==> config.mk <==
export PLATFORM = sky130hd
export DESIGN_NAME = delay_timer_ctrl
export DESIGN_NICKNAME = d
export VERILOG_FILES = /design/src/rtl/delay_timer_ctrl.sv
export SDC_FILE = /design/constraint.sdc
export NUM_CORES = 1
export LEC_CHECK = 0
export CAP_MARGIN = 15
export CORE_UTILIZATION = 59
export CTS_BUF_LIST = sky130_fd_sc_hd__clkbuf_4 sky130_fd_sc_hd__clkbuf_8
export DETAILED_ROUTE_END_ITERATION = 7
export GPL_TIMING_DRIVEN = 0
export MAX_ROUTING_LAYER = met4
export PLACE_DENSITY = 0.85
export SETUP_SLACK_MARGIN = 0.02
export SLEW_MARGIN = 20
export SYNTH_ARGS = -nofsm -noshare
export SYNTH_HDL_FRONTEND = slang
export SYNTH_SLANG_ARGS = --single-unit
==> constraint.sdc <==
create_clock -name clk -period 3 [get_ports clk]
set_input_delay 0.3 -clock clk [delete_from_list [all_inputs] [get_ports clk]]
set_output_delay 0.3 -clock clk [all_outputs]
set_load 0.03 [all_outputs]
==> src/rtl/delay_timer_ctrl.sv <==
// ---------------------------------------------------------------------------
// delay_timer_ctrl
//
// Restartable delay timer for the valve/pump sequencer. A start pulse in IDLE
// latches a delay count and a time unit (ms, s, min, hr, day). The timer then
// counts that many units against a prescaler chain and emits a single-cycle
// done pulse. The timer supports:
//   - pause: holds every counter
//   - abort: cancels silently
//   - zero delay: immediate done
//   - invalid unit: single-cycle err pulse
//
// Parameters
//   CYC_PER_MS : clock cycles per millisecond (>= 2)
//   DELAY_W    : width of delay / remaining
//
// Ports
//   clk        : system clock
//   rst        : asynchronous active-high reset
//   start      : request, sampled only in IDLE
//   delay      : delay count in selected unit, latched on accepted start
//   delay_unit : 0=ms 1=s 2=min 3=hr 4=day, 5..7 invalid
//   pause      : level, freezes counting while high
//   abort      : cancels an active delay (no done)
//   busy       : high in RUN and PAUSED
//   done       : one-cycle completion pulse
//   err        : one-cycle pulse for start with invalid unit
//   remaining  : units still to count, 0 when idle
// ---------------------------------------------------------------------------
module delay_timer_ctrl #(
   parameter int CYC_PER_MS = 100000,
   parameter int DELAY_W    = 16
) (
   input  logic               clk,
   input  logic               rst,
   input  logic               start,
   input  logic [DELAY_W-1:0] delay,
   input  logic [2:0]         delay_unit,
   input  logic               pause,
   input  logic               abort,
   output logic               busy,
   output logic               done,
   output logic               err,
   output logic [DELAY_W-1:0] remaining
);

   localparam int               CYC_W   = $clog2(CYC_PER_MS);
   localparam logic [CYC_W-1:0] CYC_MAX = CYC_W'(CYC_PER_MS - 1);

   typedef enum logic [1:0] {
      IDLE   = 2'd0,
      RUN    = 2'd1,
      PAUSED = 2'd2
   } state_t;

   state_t             state_q, state_d;
   logic [CYC_W-1:0]   cyc_q,   cyc_d;
   logic [9:0]         ms_q,    ms_d;
   logic [5:0]         sec_q,   sec_d;
   logic [5:0]         min_q,   min_d;
   logic [4:0]         hr_q,    hr_d;
   logic [DELAY_W-1:0] rem_q,   rem_d;
   logic [2:0]         unit_q,  unit_d;
   logic               done_q,  done_d;
   logic               err_q,   err_d;

   logic active;
   logic cnt_en;
   logic ms_tick, s_tick, min_tick, hr_tick, day_tick;
   logic unit_tick;

   assign active = (state_q != IDLE);

   // Counting is enabled on every active cycle where pause and abort are low.
   // This includes the PAUSED cycle in which pause is released, so the delay
   // is lengthened by exactly the number of cycles pause was sampled high.
   assign cnt_en = active && !pause && !abort;

   // Each tick is a strict AND with the tick below it. All units therefore
   // derive from the same cycle counter and cannot drift relative to one
   // another.
   assign ms_tick  = cnt_en   && (cyc_q == CYC_MAX);
   assign s_tick   = ms_tick  && (ms_q  == 10'd999);
   assign min_tick = s_tick   && (sec_q == 6'd59);
   assign hr_tick  = min_tick && (min_q == 6'd59);
   assign day_tick = hr_tick  && (hr_q  == 5'd23);

   always_comb begin
      unit_tick = 1'b0;
      case (unit_q)
         3'd0:    unit_tick = ms_tick;
         3'd1:    unit_tick = s_tick;
         3'd2:    unit_tick = min_tick;
         3'd3:    unit_tick = hr_tick;
         3'd4:    unit_tick = day_tick;
         default: unit_tick = 1'b0;
      endcase
   end

   // Next-state, prescaler and output logic
   always_comb begin
      state_d = state_q;
      cyc_d   = cyc_q;
      ms_d    = ms_q;
      sec_d   = sec_q;
      min_d   = min_q;
      hr_d    = hr_q;
      rem_d   = rem_q;
      unit_d  = unit_q;
      done_d  = 1'b0;
      err_d   = 1'b0;

      // Prescaler chain. Each stage advances only on the tick below it, and
      // wraps to zero on the cycle it emits its own tick.
      if (cnt_en) begin
         cyc_d = ms_tick ? '0 : cyc_q + 1'b1;
         if (ms_tick)  ms_d  = s_tick   ? '0 : ms_q  + 10'd1;
         if (s_tick)   sec_d = min_tick ? '0 : sec_q + 6'd1;
         if (min_tick) min_d = hr_tick  ? '0 : min_q + 6'd1;
         if (hr_tick)  hr_d  = day_tick ? '0 : hr_q  + 5'd1;
      end

      case (state_q)
         IDLE: begin
            // abort is ignored here; a coincident start is accepted.
            if (start) begin
               if (delay_unit > 3'd4) begin
                  err_d = 1'b1;
               end else if (delay == '0) begin
                  done_d = 1'b1;
               end else begin
                  state_d = RUN;
                  rem_d   = delay;
                  unit_d  = delay_unit;
                  cyc_d   = '0;
                  ms_d    = '0;
                  sec_d   = '0;
                  min_d   = '0;
                  hr_d    = '0;
               end
            end
         end

         RUN, PAUSED: begin
            if (abort) begin
               // abort outranks both pause and a final unit tick.
               state_d = IDLE;
               rem_d   = '0;
               cyc_d   = '0;
               ms_d    = '0;
               sec_d   = '0;
               min_d   = '0;
               hr_d    = '0;
            end else if (pause) begin
               state_d = PAUSED;
            end else begin
               state_d = RUN;
               if (unit_tick) begin
                  if (rem_q == DELAY_W'(1)) begin
                     state_d = IDLE;
                     rem_d   = '0;
                     done_d  = 1'b1;
                     cyc_d   = '0;
                     ms_d    = '0;
                     sec_d   = '0;
                     min_d   = '0;
                     hr_d    = '0;
                  end else begin
                     rem_d = rem_q - 1'b1;
                  end
               end
            end
         end

         default: begin
            state_d = IDLE;
            rem_d   = '0;
            cyc_d   = '0;
            ms_d    = '0;
            sec_d   = '0;
            min_d   = '0;
            hr_d    = '0;
         end
      endcase
   end

   // State and datapath registers
   always_ff @(posedge clk or posedge rst) begin
      if (rst) begin
         state_q <= IDLE;
         cyc_q   <= '0;
         ms_q    <= '0;
         sec_q   <= '0;
         min_q   <= '0;
         hr_q    <= '0;
         rem_q   <= '0;
         unit_q  <= '0;
         done_q  <= 1'b0;
         err_q   <= 1'b0;
      end else begin
         state_q <= state_d;
         cyc_q   <= cyc_d;
         ms_q    <= ms_d;
         sec_q   <= sec_d;
         min_q   <= min_d;
         hr_q    <= hr_d;
         rem_q   <= rem_d;
         unit_q  <= unit_d;
         done_q  <= done_d;
         err_q   <= err_d;
      end
   end

   assign busy      = active;
   assign done      = done_q;
   assign err       = err_q;
   assign remaining = rem_q;

endmodule

==> impl_metrics.env <==
export IMPL_start_util_pct=61.52
export IMPL_clock_latency_ns=0.34
export IMPL_post_route_cell_area_um2=4667
export IMPL_ctsLongestPathBuffers=2
export IMPL_p_sw_mw=1.593
export IMPL_critPathKind="reg -> reg"
export IMPL_drv_slew=0
export IMPL_ys_seq_elements=67
export IMPL_comb_power_share_pct=47.4
export IMPL_avgSynthCellArea_um2=9.147
export IMPL_drv_cap=0
export IMPL_placementRows=29
export IMPL_ff2ff_setup_slack_ns=0.26
export IMPL_grt_util_all_layers_pct=31.94
export IMPL_dp_hpwl_um=7470
export IMPL_cts_resized_gates=0
export IMPL_final_layout_size_suffix_gt1_share_pct=9.369
export IMPL_synth_area_leaders="dfrtp_1 (42%), nor3_1 (5.3%), nor2_1 (4.9%)"
export IMPL_hold_ws_ns=0.2581
export IMPL_gp_congestion=0.9299
export IMPL_worstPathRequired_ns=3.26
export IMPL_synthFlopType="dfrtp_1"
export IMPL_layoutNonFillerInstCount=568
export IMPL_setup_slack_ns=0.2569
export IMPL_synth_nets=465
export IMPL_rr_worst_depth=10
export IMPL_cts_buffers=9
export IMPL_synth_edf_count=0
export IMPL_diodes=0
export IMPL_crit_path_max_incr_delay_ns=0.49
export IMPL_drc=10
export IMPL_pre_cts_ws_ns=0.07811
export IMPL_worstHoldPathType="in -> async"
export IMPL_routed_wl_um=10170
export IMPL_grt_pass1_vias=3573
export IMPL_path_max_fanout=10
export IMPL_r2r_end="remaining[7]$_DFFE_PP0P_"
export IMPL_rsz0062_at_grt="false"
export IMPL_place_port_buffers=42
export IMPL_antenna_found_initial=0
export IMPL_critical_path_cell_chain="inv_1 -> ha_1 -> or3_1 -> buf_6 -> nor2_8 -> nand4b_4 -> a211oi_4 -> nand2b_2 -> buf_2 -> o2bb2ai_1"
export IMPL_p_leak_nw=1.899
export IMPL_netlist_area_leader_share_pct=42.43
export IMPL_dp_cells=552
export IMPL_relSlewSlack_pct=31.31
export IMPL_fin_crit_sh_pct=91.44
export IMPL_yosys_warnings=0
export IMPL_place_area_um2=4491
export IMPL_status="finished, violations left"
export IMPL_htree_levels=3
export IMPL_antenna_left=0
export IMPL_post_cts_buffers=0
export IMPL_path_clk_slew_ns=0.08
export IMPL_io_pins=43
export IMPL_cp_end_kind="flop"
export IMPL_cts_root_buf="clkbuf_8"
export IMPL_power_switching_share_pct=44.72
export IMPL_fp_dieArea_um2=7028
export IMPL_critPathArrivalTime_ns=3.00
export IMPL_routedWlPerCell_um=17.90
export IMPL_setup_violations=0
export IMPL_dr_pass1_iters=7
export IMPL_grt_max_degree=46
export IMPL_pwr_share_clk_pct=19.0
export IMPL_die_x_um=83.84
export IMPL_async_reset_ff_share_pct=100.0
export IMPL_tightest_slew_ns=1.022
export IMPL_area_growth_synth_to_final_pct=18.11
export IMPL_power_frac_seq_pct=33.5
export IMPL_first_iter_violations=338
export IMPL_viasPerCell=6.482
export IMPL_overflow=0
export IMPL_seq_area_frac_synth_pct=42.43
export IMPL_clock_sinks=67
export IMPL_slowest_stage="a211oi_4"
export IMPL_final_min_clock_period_ns=2.743
export IMPL_crit_family="simple AND/OR/NAND/NOR gates"
export IMPL_synth_cell_types=57
export IMPL_start_kind="flop"
export IMPL_yosysTopAreaCell="dfrtp_1"
export IMPL_final_nets=519
export IMPL_worstReg2RegStart="state_q[0]$_DFFE_PP0P_"
export IMPL_synthCells=432
export IMPL_critPathBufInv=3
export IMPL_worst_clock_skew_ns=0.01166
export IMPL_vdd_drop_max_v=0.0003550
export IMPL_p_int_mw=1.969
export IMPL_fp_coreArea_um2=6422
export IMPL_syn_area_um2=3951
export IMPL_cts_tree="yes"
export IMPL_ctsHoldBuffers=0
export IMPL_fmax_mhz=364.6
export IMPL_violations="DRC"
export IMPL_hold_violations=0
export IMPL_p_per_area_nw_per_um2=763.1
export IMPL_die_height_um=83.84
export IMPL_grt_pass1_wl_um=17130
export IMPL_vias=3682
[Yosys cell counts (3+ instances only)]
| cell type | instances |
|---|---|
| dfrtp_1 | 67 |
| nor2_1 | 52 |
| nor3_1 | 42 |
| nand2_1 | 26 |
| nand3_1 | 24 |
| xnor2_1 | 16 |
| a21oi_1 | 15 |
| o21ai_0 | 14 |
| o2bb2ai_1 | 13 |
| xor2_1 | 13 |
| nand4_1 | 12 |
| inv_1 | 11 |
| nor4_1 | 10 |
| ha_1 | 9 |
| o21ai_1 | 8 |
| and3_1 | 7 |
| clkbuf_1 | 7 |
| a22oi_1 | 6 |
| and4_1 | 6 |
| buf_2 | 5 |
| buf_4 | 5 |
| mux2i_1 | 5 |
| a31oi_1 | 4 |
| a32oi_1 | 4 |
| nand3b_1 | 4 |
| nor2b_1 | 4 |
| and2_1 | 3 |
| mux2_2 | 3 |
| or3_1 | 3 |
[routing by layer]
layer,wire (um),vias to the layer above,global-route usage [%]
met3,777,27,6.924
met1,4416,1787,42.51
met2,4722,168,47.47
li1,-,1700,-
met5,0,-,-
met4,252,0,13.48
[per-stage QoR]
stage               total power, mW  setup TNS (ns)  utilization [%]
floorplan                     2.302               0                -
global placement              2.809          -3.213            69.57
detailed placement            2.866               0            69.92
CTS                           3.539               0            72.67
global route                  3.775               0            72.67
finish                        3.562               0            72.67
[how the worst max path moves through the flow]
stage | startpoint | to | slack (ns) | depth (start not counted)
detailed placement | pause | remaining[7]$_DFFE_PP0P_ | 0.08 | 9
global placement | rst | remaining[10]$_DFFE_PP0P_ | -0.05 | 2
CTS | state_q[0]$_DFFE_PP0P_ | remaining[7]$_DFFE_PP0P_ | 0.25 | 10
floorplan | state_q[0]$_DFFE_PP0P_ | remaining[8]$_DFFE_PP0P_ | 0.62 | 10
global route | state_q[0]$_DFFE_PP0P_ | remaining[7]$_DFFE_PP0P_ | 0.05 | 10
finish | state_q[0]$_DFFE_PP0P_ | remaining[7]$_DFFE_PP0P_ | 0.26 | 10
[state kept, by name, indices dropped and copies added (netlist names)]
signal and flops:
cyc_q 17, done 1, err 1, hr_q 5, min_q 6, ms_q 10
remaining 16, sec_q 6, state_q 2, unit_q 3
[power by group through the flow]
| stage | registers (mW) | logic (mW) | clock network (mW) |
|---|---|---|---|
| CTS | 1.19 | 1.67 | 0.682 |
| floorplan | 1.35 | 0.956 | 0 |
| global placement | 1.20 | 1.61 | 0 |
| global route | 1.21 | 1.83 | 0.735 |
| detailed placement | 1.21 | 1.66 | 0 |
| finish | 1.19 | 1.69 | 0.678 |
[layout by cell type, fill, tap and decap left out, drive strengths merged, types with 3 or more instances in the layout]
| master | instances |
|---|---|
| nor2 | 53 |
| ha | 9 |
| mux2i | 5 |
| nor4 | 10 |
| dfrtp | 67 |
| nand3b | 4 |
| xnor2 | 16 |
| clkinvlp | 4 |
| clkbuf | 16 |
| o21ai | 23 |
| nand2 | 26 |
| clkdlybuf4s50 | 42 |
| inv | 12 |
| a21oi | 15 |
| and4 | 6 |
| a31oi | 4 |
| nand2b | 3 |
| a32oi | 4 |
| xor2 | 13 |
| nor2b | 4 |
| buf | 13 |
| a22oi | 6 |
| nand3 | 24 |
| nor3 | 42 |
| mux2 | 3 |
| and2 | 3 |
| nand4 | 12 |
| o2bb2ai | 13 |
| and3 | 7 |
| or3 | 3 |
[final cells by class]
class | count | area [um^2]
Multi-Input combinational cell | 335 | 2122
Fill cell | 507 | 1755
Clock buffer | 9 | 123.9
Timing Repair Buffer | 43 | 440.4
Inverter | 11 | 43.79
Sequential cell | 67 | 1677
Clock inverter | 7 | 52.55
Tap cell | 77 | 96.34
Buffer | 19 | 111.4
[cell families after synthesis]
| family | synth area share (%) |
|---|---|
| mux | 2.122 |
| fa+ha+maj | 2.850 |
| xor+xnor | 6.428 |
| flops | 42.43 |
| simple gates | 28.02 |
| compound gates | 14.28 |
| buf+inv | 3.863 |
Note: power is estimated with default switching activity, not from simulation.
